--- src/rtl/fetch_prefetch.sv ---
// Instruction fetch stage: keeps the fetch PC, issues single outstanding ROM reads and
// buffers returned words with their addresses in a small prefetch FIFO for decode.
module fetch_prefetch #(
  parameter int unsigned        DATA_W   = 32,
  parameter int unsigned        ADDR_W   = 32,
  parameter int unsigned        DEPTH    = 4,
  parameter int unsigned        PC_STEP  = 1,
  parameter logic [ADDR_W-1:0]  RESET_PC = '0
) (
  input  logic                         clk,
  input  logic                         rst,
  output logic                         reqOut,
  output logic [ADDR_W-1:0]            addrOut,
  input  logic                         ackIn,
  input  logic [DATA_W-1:0]            dataIn,
  output logic                         validOut,
  output logic [DATA_W-1:0]            dataOut,
  output logic [ADDR_W-1:0]            pcOut,
  input  logic                         readyIn,
  input  logic                         redirectIn,
  input  logic [ADDR_W-1:0]            redirectPcIn,
  output logic [$clog2(DEPTH+1)-1:0]   levelOut
);

  localparam int unsigned LVL_W = $clog2(DEPTH + 1);
  localparam int unsigned PTR_W = $clog2(DEPTH);
  localparam logic [LVL_W-1:0] FULL_LVL = LVL_W'(DEPTH);

  typedef enum logic [1:0] {StIdle, StWait, StDrop} fetchStateT;

  fetchStateT stateQ, stateD;
  logic [ADDR_W-1:0] pcQ, pcD;
  logic [ADDR_W-1:0] addrQ, addrD;
  logic              reqQ, reqD;
  logic [PTR_W-1:0]  wrPtrQ, wrPtrD;
  logic [PTR_W-1:0]  rdPtrQ, rdPtrD;
  logic [LVL_W-1:0]  levelQ, levelD;

  logic [DATA_W-1:0] dataMem [DEPTH];
  logic [ADDR_W-1:0] pcMem   [DEPTH];

  logic              headValid;
  logic              doPush;
  logic              doPop;
  logic              flush;
  logic [ADDR_W-1:0] pcInc;
  logic [LVL_W-1:0]  levelAfterAck;

  assign headValid = (levelQ != '0);
  assign pcInc     = pcQ + ADDR_W'(PC_STEP);

  // A redirect discards whatever the FIFO would have done this edge.
  assign flush = redirectIn;
  assign doPop = headValid && readyIn && !flush;

  // Occupancy if the word returning now is pushed; levelQ < DEPTH is guaranteed in StWait.
  assign levelAfterAck = doPop ? levelQ : (levelQ + LVL_W'(1));

  always_comb begin
    stateD = stateQ;
    pcD    = pcQ;
    addrD  = addrQ;
    doPush = 1'b0;
    if (redirectIn) begin
      pcD = redirectPcIn;
      unique case (stateQ)
        StIdle:  stateD = StIdle;
        StWait:  stateD = ackIn ? StIdle : StDrop;
        StDrop:  stateD = ackIn ? StIdle : StDrop;
        default: stateD = StIdle;
      endcase
    end else begin
      unique case (stateQ)
        StIdle: begin
          if (levelQ < FULL_LVL) begin
            stateD = StWait;
            addrD  = pcQ;
          end
        end
        StWait: begin
          if (ackIn) begin
            doPush = 1'b1;
            pcD    = pcInc;
            if (levelAfterAck < FULL_LVL) begin
              stateD = StWait;
              addrD  = pcInc;
            end else begin
              stateD = StIdle;
            end
          end
        end
        StDrop: begin
          if (ackIn) begin
            stateD = StIdle;
          end
        end
        default: stateD = StIdle;
      endcase
    end
    reqD = (stateD != StIdle);
  end

  always_comb begin
    wrPtrD = wrPtrQ;
    rdPtrD = rdPtrQ;
    levelD = levelQ;
    if (flush) begin
      wrPtrD = '0;
      rdPtrD = '0;
      levelD = '0;
    end else begin
      if (doPush) begin
        wrPtrD = wrPtrQ + PTR_W'(1);
      end
      if (doPop) begin
        rdPtrD = rdPtrQ + PTR_W'(1);
      end
      if (doPush && !doPop) begin
        levelD = levelQ + LVL_W'(1);
      end else if (!doPush && doPop) begin
        levelD = levelQ - LVL_W'(1);
      end
    end
  end

  always_ff @(posedge clk) begin
    if (rst) begin
      stateQ <= StIdle;
      pcQ    <= RESET_PC;
      addrQ  <= '0;
      reqQ   <= 1'b0;
      wrPtrQ <= '0;
      rdPtrQ <= '0;
      levelQ <= '0;
    end else begin
      stateQ <= stateD;
      pcQ    <= pcD;
      addrQ  <= addrD;
      reqQ   <= reqD;
      wrPtrQ <= wrPtrD;
      rdPtrQ <= rdPtrD;
      levelQ <= levelD;
    end
  end

  always_ff @(posedge clk) begin
    if (!rst && doPush) begin
      dataMem[wrPtrQ] <= dataIn;
      pcMem[wrPtrQ]   <= pcQ;
    end
  end

  assign reqOut   = reqQ;
  assign addrOut  = addrQ;
  assign validOut = headValid;
  assign dataOut  = headValid ? dataMem[rdPtrQ] : '0;
  assign pcOut    = headValid ? pcMem[rdPtrQ] : '0;
  assign levelOut = levelQ;

endmodule
--- config.mk ---
export PLATFORM = sky130hd
export DESIGN_NAME = fetch_prefetch
export DESIGN_NICKNAME = d
export VERILOG_FILES = /design/src/rtl/fetch_prefetch.sv
export SDC_FILE = /design/constraint.sdc
export NUM_CORES = 1
export LEC_CHECK = 0
export ABC_AREA = 1
export BUFFER_PORTS_ARGS = -buffer_cell sky130_fd_sc_hd__buf_2
export CAP_MARGIN = 20
export CELL_PAD_IN_SITES_DETAIL_PLACEMENT = 1
export CELL_PAD_IN_SITES_GLOBAL_PLACEMENT = 1
export CORE_UTILIZATION = 35
export CTS_CLUSTER_SIZE = 20
export DETAILED_ROUTE_END_ITERATION = 12
export PLACE_DENSITY = 0.74
export SYNTH_ARGS = -nofsm -noshare
export SYNTH_HDL_FRONTEND = slang
export SYNTH_SLANG_ARGS = --single-unit
--- constraint.sdc ---
create_clock -name clk -period 4.6 [get_ports clk]
set_input_delay 1.15 -clock clk [delete_from_list [all_inputs] [get_ports clk]]
set_output_delay 1.15 -clock clk [all_outputs]
set_load 0.03 [all_outputs]
Yosys cells after proc, flatten, opt, wreduce, memory -nomap -nowiden
Memory sizes are Yosys's and may differ from the RTL's. A register that Yosys moved wholly into a read port is not among the register bits.
Cells that the tools add are included.

word-level totals
  register bits = 74
  RAM bits = 256
  input port bits = 69
  output and inout port bits = 101
  logic and storage cells = 71
  memories = 2

memories
  name     words  width  read ports  clocked after Yosys merged registers in  write ports  RTL line  text
  dataMem  4      32     1           1                                        1            39        logic [DATA_W-1:0] dataMem [DEPTH];
  pcMem    4      32     1           1                                        1            40        logic [ADDR_W-1:0] pcMem [DEPTH];

cells by class
  add/subtract/negate cells = 5
  $lt $le $gt $ge = 2
  equal/unequal tests = 5
  mux-type cells = 29
  bitwise logic cells = 1
  reduce and logical (&&, ||, !) cells = 20

operators by type and width
  cell                                                                count
  32-bit 2-to-1 mux                                                   8
  32-bit one-hot mux with 2 select lines                              1
  32-bit by 1-bit adder with 32-bit output, second input constant     1
  2-bit 2-to-1 mux                                                    10
  2-bit nonzero test                                                  5
  3-bit 2-to-1 mux                                                    3
  3-bit < comparator, second input constant                           2
  1-bit 2-to-1 mux                                                    6
  2-bit != test, second input constant                                3
  2-bit one-hot mux with 3 select lines                               1
  1-bit logical AND                                                   5
  5-bit AND reduction                                                 1
  2-bit by 1-bit adder with 2-bit output, second input constant       2
  1-bit zero test                                                     4
  2-bit OR reduction                                                  2
  3-bit by 1-bit adder with 3-bit output, second input constant       1
  3-bit nonzero test                                                  1
  3-bit by 1-bit subtractor with 3-bit output, second input constant  1
  2-bit by 1-bit == test with 1-bit output, second input constant     1
  2-bit == test, second input constant                                1
  2-bit zero test                                                     1
  2-bit AND reduction                                                 1
  1-bit NOT                                                           1

Longest topological paths before layout
Gate-level depths: netlist of run 1.

  depth in word-level cells = 10
  gate-level depth with buffers = 12
  depth with buffers taken out = 11

Least setup slack after synthesis of run 1
No wires, ideal clock.

  path type = input to register
  from = input redirectIn
  to = memory dataMem[0][0] (enable)
  library setup time = 486 ps
  data arrival time = 4365 ps
  required time = 4114 ps
  slack = -251 ps
  cell stages on the path = 4
  buffers on the path = 1
  path through = buf_2 > nor2_1 > nand2_1 > nor2_1

between the ends
  cells in the longest elaborated chain, start to end = 4

ends and longest elaborated chain
  what                                    RTL line  text
  start: declaration                      20        input logic redirectIn,
  1-bit 2-to-1 mux                        64        if (redirectIn) begin
  1-bit logical AND                       147       if (!rst && doPush) begin
  1-bit 2-to-1 mux                        147
  1-bit 2-to-1 mux (not written as such)  148       dataMem[wrPtrQ] <= dataIn;
  end: declaration                        39

No other way between the ends.

==> results of run 1 <==
## final timing paths
check,to,start,cells after the start,slack (ns)
max,pcOut[14],register,6,0.81
min,addrOut[4]$_SDFFE_PP0P_,addrOut[4]$_SDFFE_PP0P_,2,0.48
max reg2reg,pcMem[3][26]$_DFFE_PP_,stateQ[0]$_SDFF_PP0_,7,1.76
min reg2reg,addrOut[4]$_SDFFE_PP0P_,addrOut[4]$_SDFFE_PP0P_,2,0.48
## kinds of logic after synthesis
kind of cell / after synthesis / share of synthesized area
flip-flops: 332 / 0.640
AO/OA/AOI/OAI: 306 / 0.109
XOR/XNOR: 11 / 0.00670
adder cells (fa/ha/maj): 13 / 0.0113
buffers and inverters: 154 / 0.0432
AND/OR/NAND/NOR: 694 / 0.190
## final cells by class
| class | count | area [µm²] |
|---|---|---|
| Clock inverter | 23 | 169 |
| Fill cell | 4599 | 23200 |
| Tap cell | 525 | 657 |
| Multi-Input combinational cell | 1024 | 4580 |
| Clock buffer | 43 | 968 |
| Sequential cell | 332 | 9210 |
| Inverter | 78 | 294 |
| Timing Repair Buffer | 188 | 1040 |
## where the power goes
part | switching (W) | internal [W] | total [W]
sequential | 0.0000640 | 0.00328 | 0.00334
combinational | 0.000322 | 0.000129 | 0.000450
clock | 0.00119 | 0.00162 | 0.00281
## routing by layer
metal | wire length [µm] | global-route usage | share of wire | vias to the layer above
li1 | - | - | - | 5358
met1 | 18700 | 0.267 | 0.46 | 5373
met2 | 19100 | 0.321 | 0.47 | 275
met3 | 1940 | 0.0275 | 0.048 | 63
met4 | 992 | 0.0589 | 0.024 | 0
met5 | 0 | 0 | 0 | -
## synthesized netlist by cell type
master,instances
sky130_fd_sc_hd__buf_4,3
sky130_fd_sc_hd__ha_1,13
sky130_fd_sc_hd__a21boi_4,1
sky130_fd_sc_hd__nand3_2,3
sky130_fd_sc_hd__nand3b_1,1
sky130_fd_sc_hd__nand2_2,4
sky130_fd_sc_hd__xnor2_1,5
sky130_fd_sc_hd__edfxtp_1,256
sky130_fd_sc_hd__o21ai_1,7
sky130_fd_sc_hd__nand2_1,252
sky130_fd_sc_hd__nor2_4,1
sky130_fd_sc_hd__inv_1,72
sky130_fd_sc_hd__nand3_1,31
sky130_fd_sc_hd__nor3_1,2
sky130_fd_sc_hd__nand4_1,2
sky130_fd_sc_hd__a21oi_2,1
sky130_fd_sc_hd__clkbuf_1,47
sky130_fd_sc_hd__o21ai_0,174
sky130_fd_sc_hd__or2_2,1
sky130_fd_sc_hd__inv_2,5
sky130_fd_sc_hd__dfxtp_1,76
sky130_fd_sc_hd__nand2_4,3
sky130_fd_sc_hd__nor2_1,390
sky130_fd_sc_hd__buf_1,10
sky130_fd_sc_hd__buf_2,14
sky130_fd_sc_hd__a211oi_1,1
sky130_fd_sc_hd__buf_6,2
sky130_fd_sc_hd__nor2_2,4
sky130_fd_sc_hd__a31oi_1,12
sky130_fd_sc_hd__a21oi_1,110
sky130_fd_sc_hd__clkinv_1,1
sky130_fd_sc_hd__xor2_1,6
## flip-flops by register name, summed over array words and instances, names as in the netlist, named ones only
signal,flops
addrOut,32
dataMem,128
levelOut,3
pcMem,128
pcQ,32
rdPtrQ,2
reqOut,1
stateQ,2
wrPtrQ,2
## worst max-delay path: stages, from the launching register on
cell	delay (ns)
sky130_fd_sc_hd__dfxtp_4	0.79
sky130_fd_sc_hd__buf_4	0.41
sky130_fd_sc_hd__nor2_1	0.09
sky130_fd_sc_hd__nor2_1	0.10
sky130_fd_sc_hd__o21ai_0	0.11
sky130_fd_sc_hd__a21oi_1	0.32
sky130_fd_sc_hd__buf_2	0.27
## through the flow
step	util	power, W
floorplan	-	0.00367
global placement	0.394	0.00385
detailed placement	0.394	0.00386
CTS	0.422	0.00667
global route	0.422	0.00682
finish	0.422	0.00660
==> summary.md, run 1 <==
* 0.196 — Tot GR Track Use
* 205 µm — Die X-Extent
* 1.33 ns — pre-CTS setup slack
* 63400 µm — first-pass GRT wire length
* 0 — initial antenna violation count
* 73 — Std-Cell Rows
* 0.824 — final clock period utilization by the worst path
* 40700 µm — wire length reported by the detailed router
* 0.0401 mm² — CORE AREA
* 6.43 nW — Leak Pwr
* 0.247 mV — IR drop worst, VDD
* 0 — Hold Vio Cnt, Final
* 0 — DRC violations left
* 1592 — total nets after synthesis
* 5 — Initial DRT Pass Iterations
* 170 — number of I/O pins
* 0.534 — area share of the leading cell type in the synthesized netlist
* 11069 — routed vias
* 0.435 — worst slew margin relative to its limit
* 1743 — Final #Nets
* 264 MHz — Fmax
* 0.808 ns — PnR worst setup slack
* 32 — Netlist cell types
* 3 — maximum root-to-sink buffer count
* 18.4 µm — mean routed wirelength per cell
* yes — CTS tree
* 0 — overall overflow remaining after global route
* 60 — critical path fanouts, max
* 0.0169 mm² — area of all placed cells without fillers
* 0.06 ns — clock-pin transition on the worst setup and hold timing paths
* register to register — worst min path class
* 390 mW/mm² — ratio of total power to cell area
* 0 ns — aggregate negative setup slack
* false — RSZ-0062 raised after global routing
* 332 — number of synthesized register bits
* 2147 — cell total after placement
* 2 — H-tree Lvls
* 2.64 ns — arrival time reported for the critical path endpoint
* sky130_fd_sc_hd__nor2_1 (385), sky130_fd_sc_hd__edfxtp_1 (256), sky130_fd_sc_hd__nand2_1 (252) — commonest cells after routing, fill and taps aside
* 11382 — number of global-route vias before repair
* 0.0144 mm² — total standard cell area after synthesis
* 0.0214 ns — setup clock skew after layout
* 332 — clock sinks
* 0 — setup violation total in the final timing report
* 9.52 µm² — average size of a mapped cell
* 5.00 — via density per instance
* 3.79 ns — time the worst path needs with I/O delays and setup
* output pin — Setup crit end kind
* sky130_fd_sc_hd__nor2_1 — commonest non-fill, non-tap cell in the layout
* 0.0158 mm² — post-detailed-placement cell area
* 0 — post-cts resize count
* 0 — antenna cell count
* sky130_fd_sc_hd__edfxtp_1 (53%), sky130_fd_sc_hd__dfxtp_1 (11%), sky130_fd_sc_hd__nor2_1 (10%) — Synth area leaders
* 0 — number of nets with antenna violations after routing
* 0 — # hold bufs at CTS
* 0.640 — sequential-to-total area share from yosys stat
* 573 — initial detailed-routing violation count
* 0 — total of warnings raised by yosys
* 37 — CTS buffer count
* 169 — Port Buffers
* 0.359 — effective utilization at floorplan
* 3.45 ns — WP data required
* 0.53 ns — clock latency on the worst-skew pair
* 1510 — cell count after synthesis
* 205 µm — Vert. Die Dim
* 0 — number of max-cap violations
* 0.0419 mm² — die outline area
* 0.161 — fraction of final layout cells sized beyond drive strength 1
* 0.848 ns — Least-Margin Pin Slew
* sky130_fd_sc_hd__edfxtp_1 — cell type with the largest total area after synthesis
* 0.810 — final weighted congestion in routability-driven placement
* register — type of element launching the critical path
* complete, no violations — status
* 25900 µm — HPWL after DPL
* 0 — Final Max Slew Viols
* 17.7% — Area growth syn-to-layout
* register to output pin — Setup Crit Path Kind
* 71 — maximum number of pins on one net before global-route repair
* 0 — Post-CTS Setup Inserts
* sky130_fd_sc_hd__clkbuf_16 — CTS root buffer
* 2213 — final standard cell count with taps included and fillers excluded
* 0.476 ns — worst hold margin
No activity file was read; power rests on OpenSTA's default activity.
==> inputs of run 2 (changes only) <==
==> constraint.sdc (replaced) <==
create_clock -name clk -period 3.4 [get_ports clk]
set_input_delay 0.85 -clock clk [delete_from_list [all_inputs] [get_ports clk]]
set_output_delay 0.85 -clock clk [all_outputs]
set_load 0.03 [all_outputs]
==> summary.md, run 2 (same netlist as run 1, synthesis figures left out) <==
* complete, no violations — status, unchanged
* 11813 — number of global-route vias before repair, was 11382
* 0.165 — fraction of final layout cells sized beyond drive strength 1, was 0.161
* 0.934 — final clock period utilization by the worst path
* 52 — critical path fanouts, max, was 60
* 0.359 — effective utilization at floorplan, unchanged
* 0.574 — worst slew margin relative to its limit, was 0.435
* sky130_fd_sc_hd__nor2_1 — commonest non-fill, non-tap cell in the layout, unchanged
* 11172 — routed vias, was 11069
* 0.06 ns — clock-pin transition on the worst setup and hold timing paths, about the same
* 205 µm — Vert. Die Dim, unchanged
* 0.281 mV — IR drop worst, VDD, was 0.247 mV
* 4611 — number of fillers in the final layout, was 4599
* register — type of element launching the critical path, unchanged
* 0.00930 W — post-layout total power, was 0.00660 W
* 315 MHz — Fmax
* 170 — number of I/O pins, unchanged
* 0 — # hold bufs at CTS, unchanged
* dataMem: 128 flops, pcMem: 128 flops — largest registers, unchanged
* register to register — worst min path class, unchanged
* 205 µm — Die X-Extent, unchanged
* 0 — number of nets with antenna violations after routing, unchanged
* 0 — Hold Vio Cnt, Final, unchanged
* 6.57 nW — Leak Pwr, was 6.43 nW
* 3.18 ns — time the worst path needs with I/O delays and setup
* 5 — Initial DRT Pass Iterations, unchanged
* 0 — DRC violations left, unchanged
* 0 — setup violation total in the final timing report, unchanged
* 0.0419 mm² — die outline area, unchanged
* yes — CTS tree, unchanged
* 677 — initial detailed-routing violation count, was 573
* 20.0% — Area growth syn-to-layout, was 17.7%
* 0 — Final Max Slew Viols, unchanged
* clkinv_2 -> buf_12 -> o21ai_0 -> a21oi_1 -> buf_2 — worst-path cell chain, was buf_4 -> nor2_1 -> nor2_1 -> o21ai_0 -> a21oi_1 -> buf_2
* 73 — Std-Cell Rows, unchanged
* 0.52 ns — clock latency on the worst-skew pair, was 0.53 ns
* sky130_fd_sc_hd__clkbuf_16 — CTS root buffer, unchanged
* 0 — antenna cell count, unchanged
* 0 — initial antenna violation count, unchanged
* 0.0401 mm² — CORE AREA, unchanged
* 42500 µm — wire length reported by the detailed router, was 40700 µm
* false — RSZ-0062 raised after global routing, unchanged
* sky130_fd_sc_hd__dfxtp_4 — Max stage delay cell, worst path, unchanged
* 0.638 ns — Least-Margin Pin Slew, was 0.848 ns
* 0 ns — aggregate negative setup slack, unchanged
* 5.02 — via density per instance, was 5.00
* 0.00921 mm² — footprint of the flip-flops and latches, unchanged
* 28300 µm — HPWL after DPL, was 25900 µm
* 0.204 — Tot GR Track Use, was 0.196
* 0 — Post-CTS Setup Inserts, unchanged
* 539 mW/mm² — ratio of total power to cell area, was 390 mW/mm²
* register to output pin — Setup Crit Path Kind, unchanged
* 169 — Port Buffers, unchanged
* 2.33 ns — arrival time reported for the critical path endpoint, was 2.64 ns
* 0 — post-cts resize count, unchanged
* 0.812 — final weighted congestion in routability-driven placement, was 0.810
* sky130_fd_sc_hd__nor2_1 (385), sky130_fd_sc_hd__edfxtp_1 (256), sky130_fd_sc_hd__nand2_1 (252) — commonest cells after routing, fill and taps aside, unchanged
* 2.55 ns — WP data required, was 3.45 ns
* 19.1 µm — mean routed wirelength per cell, was 18.4 µm
* 66400 µm — first-pass GRT wire length, was 63400 µm
* 0 — number of max-cap violations, unchanged
* 3 — maximum root-to-sink buffer count, unchanged
* 1756 — Final #Nets, was 1743
* 0.0185 ns — setup clock skew after layout, was 0.0214 ns
* 0.38 ns — CP max stage delay, was 0.79 ns
* 332 — clock sinks, unchanged
* 0.00458 mm² — area used by multi-input combinational logic, unchanged
* output pin — Setup crit end kind, unchanged
* 2 — H-tree Lvls, unchanged
* 92 — maximum number of pins on one net before global-route repair, was 71
* 0 — overall overflow remaining after global route, unchanged
* 37 — CTS buffer count, unchanged
## run 2: where the power goes
group	internal (W)	total, W	switching [W]	leakage (nW)
logic	0.000182	0.000622	0.000440	3.03
clock network	0.00256	0.00415	0.00160	0.601
registers	0.00443	0.00452	0.0000895	2.93
total	0.00717	0.00930	0.00213	6.57
## run 2: final cells by class
cell class | instances | area share
sequential | 332 | 0.534
multi-input combinational | 1024 | 0.266
timing repair buffer | 201 | 0.0731
clock buffer | 46 | 0.0562
tap | 525 | 0.0381
inverter | 78 | 0.0170
clock inverter | 20 | 0.0162
## run 2: per-layer routing
layer,GRT usage,wire length [µm],vias up
met5,0,0,-
met4,0.0552,929,0
met3,0.0253,1750,68
met2,0.357,20800,244
met1,0.265,19000,5479
li1,-,-,5381
## run 2: worst max-delay path: cells and delay by family, from the launching register on
kind	cells	cell delay (ns)
AOI/OAI and AO/OA	2	0.49
buffers and inverters	3	0.93
DFF	1	0.38
## run 2: path summary, 6_finish.rpt
check,cells past startpoint,endpoint,slack (ns),startpoint
worst max-delay path,5,pcOut[19],0.22,register
worst min-delay path,2,addrOut[15]$_SDFFE_PP0P_,0.48,addrOut[15]$_SDFFE_PP0P_
worst max register to register,10,addrOut[12]$_SDFFE_PP0P_,0.89,pcQ[1]$_SDFFE_PP0P_
worst min register to register,2,addrOut[15]$_SDFFE_PP0P_,0.48,addrOut[15]$_SDFFE_PP0P_
## run 2: stage by stage
stage / setup slack [ns] / area (µm²) / hold slack, ns / util / std cells
2_1_floorplan: -0.129 / 14400 / 0.455 / - / 1510
3_5_place_dp: 0.754 / 16000 / 0.460 / 0.399 / 2160
4_1_cts: 0.198 / 17300 / 0.471 / 0.430 / 2226
3_3_place_gp: 0.778 / 16000 / 0.466 / 0.399 / 2160
5_1_grt: 0.0604 / 17300 / 0.485 / 0.430 / 2226
6_report: 0.224 / 17300 / 0.477 / 0.430 / 2226
